--- src/rtl/keypad_if.sv ---
// Operand handshake between the keypad scanner (producer) and the CPU I/O path.
interface keypad_if;
  logic [31:0] value;
  logic [3:0]  digit_cnt;
  logic [3:0]  key_code;
  logic        key_valid;
  logic        valid;
  logic        ack;

  modport master (output value, digit_cnt, key_code, key_valid, valid, input ack);
  modport slave  (input value, digit_cnt, key_code, key_valid, valid, output ack);
endinterface

--- src/rtl/keypad_input.sv ---
// 4x4 hex keypad scanner with per-key debounce, building a 32-bit operand
// that is committed to the consumer through a valid/ack handshake.
module keypad_input #(
  parameter int SCAN_CYCLES = 23000,
  parameter int DB_COUNT    = 5
) (
  input  logic       clk,
  input  logic       rst,
  output logic [3:0] row,
  input  logic [3:0] col,
  input  logic       btn_enter,
  input  logic       btn_clear,
  keypad_if.master   bus
);
  localparam int CW = (SCAN_CYCLES > 1) ? $clog2(SCAN_CYCLES) : 1;
  localparam int DW = $clog2(DB_COUNT + 1);

  typedef enum logic [1:0] {SCAN, DEBOUNCE, RELEASE} state_t;

  logic [3:0]    col_s1_q, col_s2_q;
  logic [1:0]    btn_s1_q, btn_s2_q, btn_prev_q;  // {clear, enter}
  logic [CW-1:0] cnt_q, cnt_d;
  state_t        state_q, state_d;
  logic [1:0]    row_idx_q, row_idx_d;
  logic [1:0]    cand_col_q, cand_col_d;
  logic [DW-1:0] db_q, db_d;
  logic [31:0]   value_q, value_d;
  logic [3:0]    digit_cnt_q, digit_cnt_d;
  logic [3:0]    key_code_q, key_code_d;
  logic          key_valid_q, key_valid_d;
  logic          valid_q, valid_d;

  logic          tick, any_low, accept, ent_edge, clr_edge, db_last;
  logic [1:0]    low_idx;
  logic [3:0]    code;

  assign tick     = (cnt_q == CW'(SCAN_CYCLES - 1));
  assign any_low  = ~&col_s2_q;
  assign db_last  = (db_q == DW'(DB_COUNT - 1));
  assign ent_edge = btn_s2_q[0] & ~btn_prev_q[0];
  assign clr_edge = btn_s2_q[1] & ~btn_prev_q[1];
  assign code     = {row_idx_q, cand_col_q};

  always_comb begin
    if      (!col_s2_q[0]) low_idx = 2'd0;
    else if (!col_s2_q[1]) low_idx = 2'd1;
    else if (!col_s2_q[2]) low_idx = 2'd2;
    else                   low_idx = 2'd3;
  end

  always_comb begin
    cnt_d       = tick ? '0 : cnt_q + CW'(1);
    state_d     = state_q;
    row_idx_d   = row_idx_q;
    cand_col_d  = cand_col_q;
    db_d        = db_q;
    accept      = 1'b0;
    value_d     = value_q;
    digit_cnt_d = digit_cnt_q;
    key_code_d  = key_code_q;
    key_valid_d = 1'b0;
    valid_d     = valid_q;

    if (tick) begin
      case (state_q)
        SCAN:
          if (any_low) begin
            state_d    = DEBOUNCE;
            cand_col_d = low_idx;
            db_d       = '0;
          end else begin
            row_idx_d = row_idx_q + 2'd1;
          end
        DEBOUNCE:
          if (any_low && low_idx == cand_col_q) begin
            if (db_last) begin
              accept  = 1'b1;
              state_d = RELEASE;
              db_d    = '0;
            end else begin
              db_d = db_q + DW'(1);
            end
          end else begin
            state_d   = SCAN;
            row_idx_d = row_idx_q + 2'd1;
          end
        RELEASE:
          if (!any_low) begin
            if (db_last) begin
              state_d   = SCAN;
              row_idx_d = row_idx_q + 2'd1;
              db_d      = '0;
            end else begin
              db_d = db_q + DW'(1);
            end
          end else begin
            db_d = '0;
          end
        default: state_d = SCAN;
      endcase
    end

    // While committed only ack matters; otherwise clear > enter > key accept.
    if (valid_q) begin
      if (bus.ack) begin
        valid_d     = 1'b0;
        value_d     = '0;
        digit_cnt_d = '0;
      end
    end else if (clr_edge) begin
      value_d     = '0;
      digit_cnt_d = '0;
    end else if (ent_edge && digit_cnt_q != 4'd0) begin
      valid_d = 1'b1;
    end else if (accept && digit_cnt_q < 4'd8) begin
      value_d     = {value_q[27:0], code};
      digit_cnt_d = digit_cnt_q + 4'd1;
      key_code_d  = code;
      key_valid_d = 1'b1;
    end
  end

  always_ff @(posedge clk or negedge rst) begin
    if (!rst) begin
      col_s1_q    <= 4'hF;
      col_s2_q    <= 4'hF;
      btn_s1_q    <= 2'b11;
      btn_s2_q    <= 2'b11;
      btn_prev_q  <= 2'b11;
      cnt_q       <= '0;
      state_q     <= SCAN;
      row_idx_q   <= 2'd0;
      cand_col_q  <= 2'd0;
      db_q        <= '0;
      value_q     <= '0;
      digit_cnt_q <= '0;
      key_code_q  <= '0;
      key_valid_q <= 1'b0;
      valid_q     <= 1'b0;
    end else begin
      col_s1_q    <= col;
      col_s2_q    <= col_s1_q;
      btn_s1_q    <= {btn_clear, btn_enter};
      btn_s2_q    <= btn_s1_q;
      btn_prev_q  <= btn_s2_q;
      cnt_q       <= cnt_d;
      state_q     <= state_d;
      row_idx_q   <= row_idx_d;
      cand_col_q  <= cand_col_d;
      db_q        <= db_d;
      value_q     <= value_d;
      digit_cnt_q <= digit_cnt_d;
      key_code_q  <= key_code_d;
      key_valid_q <= key_valid_d;
      valid_q     <= valid_d;
    end
  end

  assign row           = ~(4'b0001 << row_idx_q);
  assign bus.value     = value_q;
  assign bus.digit_cnt = digit_cnt_q;
  assign bus.key_code  = key_code_q;
  assign bus.key_valid = key_valid_q;
  assign bus.valid     = valid_q;
endmodule

--- src/flat_wrapper.sv ---
// flat-port wrapper written by rule: the top's interface ports become plain ports
module keypad_input_flat 
#(
  parameter int SCAN_CYCLES = 23000,
  parameter int DB_COUNT    = 5
)
  (clk, rst, row, col, btn_enter, btn_clear, bus_value, bus_digit_cnt, bus_key_code, bus_key_valid, bus_valid, bus_ack);
  keypad_if bus_i ();
  input  logic clk;
  input  logic rst;
  output logic [3:0] row;
  input  logic [3:0] col;
  input  logic btn_enter;
  input  logic btn_clear;
  output wire logic [$bits(bus_i.value)-1:0] bus_value;
  output wire logic [$bits(bus_i.digit_cnt)-1:0] bus_digit_cnt;
  output wire logic [$bits(bus_i.key_code)-1:0] bus_key_code;
  output wire logic [$bits(bus_i.key_valid)-1:0] bus_key_valid;
  output wire logic [$bits(bus_i.valid)-1:0] bus_valid;
  input wire logic [$bits(bus_i.ack)-1:0] bus_ack;
  assign bus_value = bus_i.value;
  assign bus_digit_cnt = bus_i.digit_cnt;
  assign bus_key_code = bus_i.key_code;
  assign bus_key_valid = bus_i.key_valid;
  assign bus_valid = bus_i.valid;
  assign bus_i.ack = bus_ack;
  keypad_input #(.SCAN_CYCLES(SCAN_CYCLES), .DB_COUNT(DB_COUNT)) u_core (.clk(clk), .rst(rst), .row(row), .col(col), .btn_enter(btn_enter), .btn_clear(btn_clear), .bus(bus_i));
endmodule
--- config.mk ---
export PLATFORM = sky130hd
export DESIGN_NAME = keypad_input_flat
export DESIGN_NICKNAME = d
export VERILOG_FILES = /design/src/rtl/keypad_if.sv /design/src/rtl/keypad_input.sv /design/src/flat_wrapper.sv
export SDC_FILE = /design/constraint.sdc
export NUM_CORES = 1
export LEC_CHECK = 0
export ABC_AREA = 1
export CAP_MARGIN = 30
export CORE_ASPECT_RATIO = 1.2
export CORE_MARGIN = 4
export CORE_UTILIZATION = 40
export DETAILED_ROUTE_END_ITERATION = 10
export PLACE_DENSITY = 0.68
export SKIP_CTS_REPAIR_TIMING = 1
export SLEW_MARGIN = 25
export SYNTH_ARGS = -nofsm -noshare
export SYNTH_HDL_FRONTEND = slang
export SYNTH_SLANG_ARGS = --single-unit
--- constraint.sdc ---
create_clock -name clk -period 2.8 [get_ports clk]
set_input_delay 0.28 -clock clk [delete_from_list [all_inputs] [get_ports clk]]
set_output_delay 0.28 -clock clk [all_outputs]
set_load 0.02 [all_outputs]
Word level (Yosys, flattened, before mapping)

Cells that the tools add are included.
W data, S select, Z words.

Add/subtract/negate cells: 4
Magnitude comparators: 1
Equality and inequality tests: 14
Shift-type cells: 1
Multiplexer cells: 42
Bitwise logic cells: 9
Reduce and logical (&&, ||, !) cells: 15

Operator list:

| kind                    | number |
|---|---|
| $mux W32                | 5 |
| $mux W2                 | 11 |
| $mux W4                 | 5 |
| $add A15 B1 Y15 const B | 1 |
| $eq A15 B15 Y1 const B  | 1 |
| $mux W15                | 1 |
| $mux W1                 | 13 |
| $mux W3                 | 4 |
| $pmux W2 S3             | 2 |
| $reduce_and A4 Y1       | 3 |
| $pmux W3 S3             | 1 |
| $ne A2 B1 Y1 const B    | 4 |
| $ne A2 B2 Y1 const B    | 3 |
| $not A1 Y1              | 6 |
| $reduce_and A3 Y1       | 2 |
| $reduce_and A6 Y1       | 1 |
| $reduce_bool A3 Y1      | 2 |
| $reduce_and A5 Y1       | 1 |
| $add A4 B1 Y4 const B   | 1 |
| $lt A4 B4 Y1 const B    | 1 |
| $not A4 Y4              | 1 |
| $reduce_bool A4 Y1      | 1 |
| $shl A1 B2 Y4 const A   | 1 |
| $add A3 B1 Y3 const B   | 1 |
| other kinds (11)        | 14 |

Flip-flop bits (word level): 80
Output and inout bits: 46
Logic and storage cells: 101

Longest topological paths before layout

Depth in word-level cells: 13
Mapped depth: 13
Depth with buffers taken out: 11

Worst setup path after synthesis

Ideal clock, no wire load.

Path type: register to register
Start: register u_core.cnt_q[0]
End: register u_core.cnt_q[12]
Library setup time: 0.120 ns
Arrival: 1.497 ns
Required time: 2.680 ns
Setup slack: 1.184 ns
Cell stages (with the launch flop): 11
Cells stage by stage: dfrtp_1 > ha_1 > nand2_1 > nor2_1 > nand2_1 > nor2_1 > nand2_1 > nor2_1 > nand2_1 > o21ai_0 > nor2_1

Word-level cells in the longest chain between the ends: 2
Elaborated cells on any way between the ends: 3

RTL lines:

| element                                           | RTL line                               | RTL |
|---|---|---|
| start, declared                                   | keypad_input.sv:22                     | `logic [CW-1:0] cnt_q, cnt_d;` |
| start signal, assigned                            | keypad_input.sv:146                    | `cnt_q <= cnt_d;` |
| $add A15 B1 Y15 or $eq A15 B15 Y1 (tied branches) | keypad_input.sv:52, keypad_input.sv:37 |  |
| $mux W15 (*)                                      | keypad_input.sv:52                     | `cnt_d = tick ? '0 : cnt_q + CW'(1);` |
| net u_core.cnt_d[12]                              | keypad_input.sv:22                     |  |

Mark *: on every way through the listed nets, which the timed path passes. The rest lies on a longest branch.
A chain may end at the register's enable or synchronous reset.

Worst setup path after layout

Start: register u_core.row_idx_q[0]
End: output row[0]

Word-level cells in the longest chain between the ends: 2

RTL lines:

| element                | RTL line            | RTL |
|---|---|---|
| start, declared        | keypad_input.sv:24  | `logic [1:0] row_idx_q, row_idx_d;` |
| start signal, assigned | keypad_input.sv:148 | `row_idx_q <= row_idx_d;` |
| $shl A1 B2 Y4          | keypad_input.sv:159 | `assign row = ~(4'b0001 << row_idx_q);` |
| $not A4 Y4             | keypad_input.sv:159 |  |
| end, declared          | flat_wrapper.sv:11  | `output logic [3:0] row;` |

Every way passes these cells.

==> summary.md <==
| Metric | Value |
|---|---|
| Fin crit share | between 70% and 80% |
| Met3 Use GR | 2.88% |
| PortBufs | 54 |
| Overall Global Routing Usage | ~14% |
| RSZ-0062 raised after global routing | false |
| FFs w/ async S/R, synth | 100% |
| CP most frequent cell | inv_1 |
| Vias after detailed routing | around 2,800 |
| Critical path cell sequence | inv_1 > ha_1 > inv_1 > clkdlybuf4s50_1 |
| Clk sink count | 80 |
| Slew @ Worst Pin | between 600 and 700 ps |
| Power density over the cells | 483 nW/um2 |
| DR vias/cell | 4.68 |
| Non-Filler Instances | just under 600 |
| Failing checks | negative hold slack |
| Syn_nets | around 440 |
| Antenna violations before repair | 0 |
| Nets | 493 |
| Final Hold Vio Count | between 60 and 70 |
| Largest net degree at the start of global routing | 81 |
| Fin crit period | 1990 ps |
| Core ar. | between 8000 and 9000 um2 |
| Met2 Resource Use GR | 23.2% |
| Clock Skew | about 18 ps |
| Root buf cell | clkbuf_8 |
| Most common cell after layout, fill and taps aside | nand2_1 |
| Yosys warnings | 0 |
| Worst Setup End Kind | primary output |
| Layout cell share with drive strength beyond 1 | roughly a tenth |
| Crit Path Class | reg -> out |
| Yosys top cell by area | dfrtp_1 |
| GPL Wtd Cong | roughly 0.9 |
| Met1 Use GR | ~17% |
| Crit path DAT | between 1500 and 2000 ps |
| TritonRoute pass-1 iters | 4 |
| Mapped cell area | 3630 um2 |
| Initial DRC Count | approximately 160 |
| Startpoint types | flop |
| Full die area | about 11,000 um2 |
| Highest-count cells in the layout ignoring fill and taps | nand2_1 (167), dfrtp_1 (66), clkdlybuf4s50_1 (53) |
| # setup viols final | 0 |
| Boundary Pins | 55 |
| Seq/Total Area, Yosys | a little under three fifths |
| Worst path max stage delay | a little under 600 ps |
| Clk buf depth | 2 |
| Data required, critical path | between 2000 and 3000 ps |
| Normalized max-slew margin | between 50% and 60% |
| Peak Freq | 0.502 GHz |
| Final wirelength | about 6900 um |
| Avg Synthesized Cell Area | a little under 9 um2 |
| ANT cells | 0 |
| Final Power | 2.13 mW |
| Routed Antenna Nets | 0 |
| CTS tree | yes |
| Final core occ | between 50% and 60% |
| Clk_lat worst skew | between 300 and 400 ps |
| H-tree depth | 3 |
| Number of instances in the placed design | ~580 |
| # DRC | 0 |
| Leak | around 2.2 nW |
| Top FF cell, synth | dfrtp_1 |
| CTS clk-pin slew, worst paths | ~80 ps |
| Die height | 112 um |
| Wirelength per Cell | between 10 and 15 um |
| Hold_ws | -47.2 ps |
| Die width | about 95 um |
| Unique masters post-synth | 28 |
| Pre-CTS setup slack | 856 ps |
| # rows | 37 |
| Post-synth EDFFs | 0 |
| Worst VDD drop | about 200 uV |
| Max Slew Vio Count | 0 |
| Slowest-stage cell, CP | clkdlybuf4s50_1 |
| FF+latch count, synth | 80 |
| Final HPWL DP | between 4000 and 5000 um |
| Worst setup margin | 809 ps |
| Hold crit path type | in -> async |
| Fin Setup TNS | 0 ps |
| Vias in the first global route | roughly 2,700 |
| Reg-to-reg critical path startpoint | u_core.cnt_q[0] |
| Num CTS Buffers | 9 |
| Total of max-cap violations | 0 |
| Synth area leaders | dfrtp_1 (46%), nand2_1 (17%), dfstp_2 (10%), ha_1 (4.5%), inv_1 (4.2%) |
| GRT overflow | 0 |
| Max Fanout on Critical Path | 4 |
| Status | finished, violations left |
| Crit path from | u_core.row_idx_q[0] |
| Initial Utilization | 41.7% |
| Cell count after synthesis | slightly above 400 |
| Top Usage Layer GRT | met2 |
| Share of the synthesized area in the top cell type | approximately 46% |
| First-pass GRT wire length | roughly 12,000 um |
| Area delta synth->final | 21.8% |
==> synthesized netlist by cell type (3+ instances only) <==
cell type	n
nand3_1	16
inv_1	41
nor3_1	7
dfrtp_1	66
xor2_1	7
nand2_1	167
o21ai_0	12
nor2_1	31
nand4_1	5
ha_1	13
nand2_2	6
a21oi_1	3
buf_6	6
dfstp_2	14
==> worst max-delay path, delay by kind of cell (launching register included) <==
| family | cells | cell delay [ps] |
|---|---|---|
| buf+inv | 3 | 750 |
| flops | 1 | 410 |
| fa+ha+maj | 1 | 200 |
==> state kept, by name, indices dropped and copies added (netlist names) <==
signal and cells:
u_core.bus.key_valid 1, u_core.btn_prev_q 2, u_core.cand_col_q 2, u_core.bus.valid 1, u_core.cnt_q 15, u_core.state_q 2, u_core.bus.digit_cnt 4, u_core.btn_s1_q 2
u_core.col_s1_q 4, u_core.row_idx_q 2, u_core.col_s2_q 4, u_core.btn_s2_q 2, u_core.bus.key_code 4, u_core.bus.value 32, u_core.db_q 3
==> path summary, 6_finish.rpt <==
| kind | endpoint | slack [ps] | cells past startpoint |
|---|---|---|---|
| setup / recovery | row[0] | 810 | 4 |
| hold / removal | u_core.bus.value[28] | -50 | 1 |
| setup reg to reg | u_core.bus.key_code[1] | 870 | 9 |
| hold reg to reg | u_core.btn_s2_q[1] | 360 | 0 |
| max in group asynchronous | u_core.state_q[0] | 2380 | 1 |
| min in group clk | u_core.col_s1_q[1] | 320 | 1 |
==> power breakdown <==
group | switching, mW | total (mW) | internal [mW]
Combinational | 0.108 | 0.160 | 0.0517
Clock | 0.443 | 0.772 | 0.329
Sequential | 0.0199 | 1.20 | 1.18
Total | 0.571 | 2.13 | 1.56
==> final cells by class <==
class,instances,area [um2]
Tap cell,117,146
Clock buffer,9,124
Fill cell,832,4280
Clock inverter,7,55.1
Timing Repair Buffer,54,542
Sequential cell,80,2020
Multi-Input combinational cell,282,1370
Inverter,44,166
==> metal layers <==
metal,wire (um),vias up,part of all wire [%]
met4,172,0,2.5
met3,388,13,5.7
met1,3020,1312,44
li1,-,1384,-
met5,0,-,0
met2,3270,65,48
==> through the flow <==
| step | instance area, um2 | hold WS, ps |
|---|---|---|
| after detailed placement | 4240 | 347 |
| final | 4420 | -47.2 |
| after global routing | 4420 | 16.5 |
| after floorplan | 3630 | -15.6 |
| after global placement | 4240 | 346 |
| after CTS | 4420 | 121 |
==> cells by family (layout without fill, tap and decap cells) <==
group | after synthesis | after routing | synth area share [%]
AO/OA/AOI/OAI | 18 | 18 | 2.59
flip-flops | 80 | 80 | 55.7
buffers and inverters | 51 | 114 | 6.66
XOR/XNOR | 8 | 8 | 1.93
AND/OR/NAND/NOR | 243 | 243 | 28.7
adder cells (fa/ha/maj) | 13 | 13 | 4.48
(Power assumes the default switching activity.)
